[config.mk]
export PLATFORM = sky130hd
export DESIGN_NAME = frame_serializer_flat
export DESIGN_NICKNAME = d
export VERILOG_FILES = /design/src/rtl/frame_serializer_if.sv /design/src/rtl/frame_serializer.sv /design/src/flat_wrapper.sv
export SDC_FILE = /design/constraint.sdc
export NUM_CORES = 1
export LEC_CHECK = 0
export BUFFER_PORTS_ARGS = -buffer_cell sky130_fd_sc_hd__buf_2
export CORE_MARGIN = 3
export CORE_UTILIZATION = 35
export DETAILED_ROUTE_END_ITERATION = 10
export GPL_TIMING_DRIVEN = 1
export PLACE_DENSITY = 0.53
export SKIP_CTS_REPAIR_TIMING = 1
export SYNTH_ARGS = -nofsm -noshare
export SYNTH_HDL_FRONTEND = slang
export SYNTH_SLANG_ARGS = --single-unit
export TNS_END_PERCENT = 100
[constraint.sdc]
create_clock -name clock -period 1.65 [get_ports clock]
set_input_delay 0.0825 -clock clock [delete_from_list [all_inputs] [get_ports clock]]
set_output_delay 0.0825 -clock clock [all_outputs]
set_load 0.01 [all_outputs]
[src/rtl/frame_serializer_if.sv]
// ---------------------------------------------------------------------------
// frame_serializer_if
// Word-level handshake into the frame serializer.
//
// Handshake: a word transfers on the rising clock edge where in_valid and
// in_ready are both high. in_data and in_err_inj are only looked at on that
// edge. in_ready does not depend on in_valid.
//
//   in_data     master -> slave  word to transmit (TXN_SZ bits)
//   in_valid    master -> slave  in_data / in_err_inj are meaningful
//   in_err_inj  master -> slave  send this word with inverted parity
//   in_ready    slave  -> master holding register can take a word
// ---------------------------------------------------------------------------
interface frame_serializer_if #(
    parameter int TXN_SZ = 8
);
    logic [TXN_SZ-1:0] in_data;
    logic              in_valid;
    logic              in_err_inj;
    logic              in_ready;

    modport master (
        output in_data,
        output in_valid,
        output in_err_inj,
        input  in_ready
    );

    modport slave (
        input  in_data,
        input  in_valid,
        input  in_err_inj,
        output in_ready
    );
endinterface

[src/rtl/frame_serializer.sv]
// ---------------------------------------------------------------------------
// frame_serializer
// Parallel-to-serial transmitter for the single-wire framed link.
// Each word becomes one frame: START(1), TXN_SZ data bits MSB first,
// even-parity bit, STOP(0). The line idles low. A one-entry holding
// register decouples the handshake from the frame in flight.
//
// Ports
//   clock       link bit clock, outputs change on posedge
//   reset       asynchronous, active-high
//   link        word handshake (slave side), see frame_serializer_if
//   sout        serial line
//   busy        a frame (START..STOP) or inter-frame gap is in progress
//   frame_done  one-cycle pulse while STOP is on the line
//   state_dbg   current FSM state encoding
// ---------------------------------------------------------------------------
module frame_serializer #(
    parameter int TXN_SZ   = 8,
    parameter int IDLE_GAP = 0
) (
    input  logic                clock,
    input  logic                reset,
    frame_serializer_if.slave   link,
    output logic                sout,
    output logic                busy,
    output logic                frame_done,
    output logic [2:0]          state_dbg
);

    localparam int CNT_MAX = (TXN_SZ > IDLE_GAP) ? TXN_SZ : IDLE_GAP;
    localparam int CNT_W   = $clog2(CNT_MAX + 1);

    typedef enum logic [2:0] {
        S_IDLE   = 3'd0,
        S_START  = 3'd1,
        S_DATA   = 3'd2,
        S_PARITY = 3'd3,
        S_STOP   = 3'd4,
        S_GAP    = 3'd5
    } state_t;

    state_t             state_q, state_d;
    logic [CNT_W-1:0]   count_q, count_d;
    logic [TXN_SZ-1:0]  shift_q, shift_d;
    logic               parity_q, parity_d;
    logic               hold_valid_q, hold_valid_d;
    logic [TXN_SZ-1:0]  hold_data_q;
    logic               hold_err_q;
    logic               sout_d;
    logic               frame_done_d;
    logic               load;
    logic               accept;

    assign link.in_ready = !hold_valid_q && !reset;
    assign accept        = link.in_valid && link.in_ready;
    assign state_dbg     = state_q;

    // Line outputs are computed for the state being entered, so they change
    // on the same edge as the state register: START goes out on the edge
    // that leaves IDLE, the first data bit on the edge that leaves START.
    always_comb begin
        state_d      = state_q;
        count_d      = count_q;
        shift_d      = shift_q;
        parity_d     = parity_q;
        sout_d       = 1'b0;
        frame_done_d = 1'b0;
        load         = 1'b0;

        case (state_q)
            S_IDLE: begin
                if (hold_valid_q) begin
                    load = 1'b1;
                end
            end
            S_START: begin
                state_d = S_DATA;
                count_d = CNT_W'(TXN_SZ - 1);
                sout_d  = shift_q[TXN_SZ-1];
                shift_d = shift_q << 1;
            end
            S_DATA: begin
                if (count_q == '0) begin
                    state_d = S_PARITY;
                    sout_d  = parity_q;
                end else begin
                    count_d = count_q - CNT_W'(1);
                    sout_d  = shift_q[TXN_SZ-1];
                    shift_d = shift_q << 1;
                end
            end
            S_PARITY: begin
                state_d      = S_STOP;
                frame_done_d = 1'b1;
            end
            S_STOP: begin
                if (IDLE_GAP > 0) begin
                    state_d = S_GAP;
                    count_d = CNT_W'((IDLE_GAP > 0) ? IDLE_GAP - 1 : 0);
                end else if (hold_valid_q) begin
                    load = 1'b1;
                end else begin
                    state_d = S_IDLE;
                end
            end
            S_GAP: begin
                if (count_q == '0) begin
                    if (hold_valid_q) begin
                        load = 1'b1;
                    end else begin
                        state_d = S_IDLE;
                    end
                end else begin
                    count_d = count_q - CNT_W'(1);
                end
            end
            default: begin
                state_d = S_IDLE;
            end
        endcase

        // Moving a word from the holding register into the shifter always
        // starts a new frame.
        if (load) begin
            state_d  = S_START;
            shift_d  = hold_data_q;
            parity_d = (^hold_data_q) ^ hold_err_q;
            sout_d   = 1'b1;
        end
    end

    // A load and an accept cannot both happen on one edge while in_ready is
    // !hold_valid, but if they did the new word would stay held.
    assign hold_valid_d = (hold_valid_q && !load) || accept;

    always_ff @(posedge clock or posedge reset) begin
        if (reset) begin
            state_q      <= S_IDLE;
            count_q      <= '0;
            shift_q      <= '0;
            parity_q     <= 1'b0;
            hold_valid_q <= 1'b0;
            hold_data_q  <= '0;
            hold_err_q   <= 1'b0;
            sout         <= 1'b0;
            busy         <= 1'b0;
            frame_done   <= 1'b0;
        end else begin
            state_q      <= state_d;
            count_q      <= count_d;
            shift_q      <= shift_d;
            parity_q     <= parity_d;
            hold_valid_q <= hold_valid_d;
            sout         <= sout_d;
            busy         <= (state_d != S_IDLE);
            frame_done   <= frame_done_d;
            if (accept) begin
                hold_data_q <= link.in_data;
                hold_err_q  <= link.in_err_inj;
            end
        end
    end

endmodule

[src/flat_wrapper.sv]
// flat-port wrapper written by rule: the top's interface ports become plain ports
module frame_serializer_flat 
#(
    parameter int TXN_SZ   = 8,
    parameter int IDLE_GAP = 0
)
  (clock, reset, sout, busy, frame_done, state_dbg, link_in_data, link_in_valid, link_in_err_inj, link_in_ready);
  frame_serializer_if #(.TXN_SZ(TXN_SZ)) link_i ();
  input  logic clock;
  input  logic reset;
  output logic sout;
  output logic busy;
  output logic frame_done;
  output logic [2:0] state_dbg;
  input wire logic [$bits(link_i.in_data)-1:0] link_in_data;
  input wire logic [$bits(link_i.in_valid)-1:0] link_in_valid;
  input wire logic [$bits(link_i.in_err_inj)-1:0] link_in_err_inj;
  output wire logic [$bits(link_i.in_ready)-1:0] link_in_ready;
  assign link_i.in_data = link_in_data;
  assign link_i.in_valid = link_in_valid;
  assign link_i.in_err_inj = link_in_err_inj;
  assign link_in_ready = link_i.in_ready;
  frame_serializer #(.TXN_SZ(TXN_SZ), .IDLE_GAP(IDLE_GAP)) u_core (.clock(clock), .reset(reset), .link(link_i), .sout(sout), .busy(busy), .frame_done(frame_done), .state_dbg(state_dbg));
endmodule
==> flow_summary.json <==
{
  "hold_viol_final": 1,
  "clkSinkCount": 29,
  "cts_tree": "built",
  "cts_root_buf": "clkbuf_8",
  "numPortBuffers": 18,
  "io_pins": 19,
  "cp.required_ns": 1.81,
  "dp_hpwl_um": 2310,
  "final_cells": 239,
  "cp_slowest_cell": "dfrtp_2",
  "die_y_um": 72.6,
  "cp_data_arrival_time_ns": 1.73,
  "synth_flop_cell": "dfrtp_1",
  "drive_gt1_share_pct": 28.0,
  "rsz0062_at_grt": "true",
  "fin_nets": 201,
  "wirelength_um": 3260,
  "startpoint_type": "flop",
  "antenna_found_initial": 0,
  "grt_max_degree": 30,
  "violations": "negative hold slack",
  "slew_headroom_pct": 75.0,
  "max-vdd-ir-drop_mv": 0.576,
  "synth_edf_count": 0,
  "drc": 0,
  "crit_type": "flop to flop",
  "gr-total-overflow": 0,
  "clock.fmax_mhz": 640,
  "rrSetupSlack_ns": 0.09,
  "yosysWarnings": 0,
  "yosysUniqueCellTypes": 42,
  "ys_top_cells_by_count": "dfrtp_1, nor2_1, o21ai_0",
  "hold_path_class": "input port to flop",
  "rows": 23,
  "numCtsBuffers": 5,
  "holdWs_ns": -0.000397,
  "avgSynthCellArea_um2": 9.84,
  "crit_chain": "or3b_1 > a21o_1 > a211o_1",
  "finalWeightedCongestion": 0.768,
  "area.growth.synth_to_final_pct": 21.7,
  "drv_cap": 0,
  "nFillCells": 418,
  "synth_area_mm2": 0.00155,
  "fp.dieArea_mm2": 0.00528,
  "timing.final.ws_setup_ns": 0.0865,
  "yosysMostFrequentCell": "dfrtp_1",
  "vias": 1235,
  "post-route-period-util_pct": 94.8,
  "synth_sequential_area_ratio_pct": 46.7,
  "total_power_mw": 3.80,
  "grt_pass1_vias": 1197,
  "dp.cells": 228,
  "place_ws_ns": -0.139,
  "grtUsageTotal_pct": 13.9,
  "maxSlewViolCount": 0,
  "path_clk_slew_ns": 0.06,
  "dr.pass1.iters": 4,
  "finalSetupViolCount": 0,
  "syn_inst": 158,
  "viasPerCell": 5.17,
  "antenna_cells": 0,
  "synth_top_area_share_pct": 46.7,
  "h-tree-depth": 2,
  "final_antenna_net_count": 0,
  "synthArstFlopShare_pct": 100,
  "yosys.area.top_type": "dfrtp_1",
  "crit_path_max_incr_delay_ns": 0.47,
  "p_leak_nw": 0.868,
  "finalCriticalPeriod_ns": 1.56,
  "synthTopCellsByArea": "dfrtp_1, o21ai_0, mux2_2",
  "grt_pass1_wl_um": 5650,
  "worstSetupEndpointType": "flop",
  "start_util_pct": 37.5,
  "clock_skew_ns": 0.00786,
  "die_width_um": 72.6,
  "design.core.area_mm2": 0.00414,
  "worstSkewPairLatency_ns": 0.28,
  "synth_fp_nets": 171,
  "path_max_fanout": 8,
  "power_density_mw_per_mm2": 2010,
  "status": "complete, but fails checks",
  "cts_max_path_buffers": 2,
  "ys_ff_latch": 29,
  "tightest_slew_ns": 0.376,
  "initialDrtViolationCount": 56,
  "wl_per_cell_um": 13.7
}
-- cell usage in the layout (no fill, tap or decap), types with 2 or more instances in the layout --
cell type and n:
dfrtp_1 28, buf_2 18, nor2_1 15, buf_4 12, nand2_1 11, o21ai_0 10, inv_1 8, a21oi_1 7
xnor2_1 6, mux2_2 5, o21ai_1 5, nand3_1 5, a31oi_1 5, clkbuf_8 5, o22ai_1 4, or4_1 3
o21bai_1 3, o221ai_1 3, a211o_1 2, inv_2 2, nand2b_1 2, a21boi_1 2, clkinv_2 2, buf_12 2
-- registers in the layout, indices dropped and copies added, names as in the netlist --
signal and flops:
u_core.sout 1, u_core.frame_done 1, u_core.busy 1, u_core.hold_valid_q 1, u_core.count_q 4, u_core.parity_q 1
u_core.state_dbg 3, u_core.hold_err_q 1, u_core.shift_q 8, u_core.hold_data_q 8
-- cell families (layout without fill, tap and decap cells) --
logic type | after synthesis | count (layout) | share of synthesized area (%)
adders and majority gates | 1 | 1 | 0.805
AOI/OAI and AO/OA | 48 | 48 | 19.6
buffers and inverters | 20 | 51 | 6.84
and+or+nand+nor | 46 | 46 | 16.3
muxes | 6 | 6 | 4.27
xor gates and xnor gates | 8 | 8 | 5.39
DFF | 29 | 29 | 46.7
-- power breakdown --
group / total [mW] / internal (mW) / leakage, nW / switching [mW]
registers: 1.28 / 1.04 / 0.353 / 0.241
clock network: 0.549 / 0.291 / 0.0450 / 0.258
logic: 1.98 / 1.02 / 0.470 / 0.959
total: 3.80 / 2.34 / 0.868 / 1.46
-- layout make-up --
type                            instances  area [um^2]  area share, %
Inverter                               10         37.5           1.99
Multi-Input combinational cell        109          751           39.7
Timing Repair Buffer                   33          230           12.2
Sequential cell                        29          727           38.5
Tap cell                               50         62.6           3.31
Clock inverter                          2         10.0          0.529
Clock buffer                            6         72.6           3.84
-- through the flow --
| step | util, % | hold slack (ns) | instance area, um^2 | setup TNS, ns |
|---|---|---|---|---|
| floorplan | - | 0.161 | 1560 | 0 |
| global placement | 42.5 | 0.181 | 1760 | -0.545 |
| detailed placement | 42.5 | 0.190 | 1760 | -1.08 |
| CTS | 44.4 | -0.126 | 1840 | -1.32 |
| global route | 45.6 | 0.00403 | 1890 | -0.0357 |
| finish | 45.6 | -0.000397 | 1890 | 0 |
-- critical path, delay by kind of cell, from the launching register on --
kind | cells | cell delay (ns)
AO/OA/AOI/OAI | 2 | 0.53
flip-flops | 1 | 0.47
AND/OR/NAND/NOR | 1 | 0.44
-- layer usage --
layer	wire (um)	vias up	share of wire, %	track usage [%]
li1	-	625	-	-
met3	136	8	4.2	4.55
met4	59	0	1.8	6.35
met1	1640	579	50	19.1
met2	1430	23	44	19.9
met5	0	-	0	0
-- final timing paths --
kind,cells past startpoint,to,startpoint
setup reg to reg,3,u_core.count_q[1]$_DFFE_PP0P_,u_core.state_dbg[2]$_DFF_PP0_
hold reg to reg,2,u_core.parity_q$_DFFE_PP0P_,u_core.parity_q$_DFFE_PP0P_
hold / removal,3,u_core.hold_data_q[0]$_DFFE_PP0P_,link_in_data[0]
setup / recovery,3,u_core.count_q[1]$_DFFE_PP0P_,u_core.state_dbg[2]$_DFF_PP0_
min in group asynchronous,4,u_core.sout$_DFF_PP0_,reset
max in group asynchronous,4,u_core.state_dbg[2]$_DFF_PP0_,reset
No activity file was read; power rests on OpenSTA's default activity.
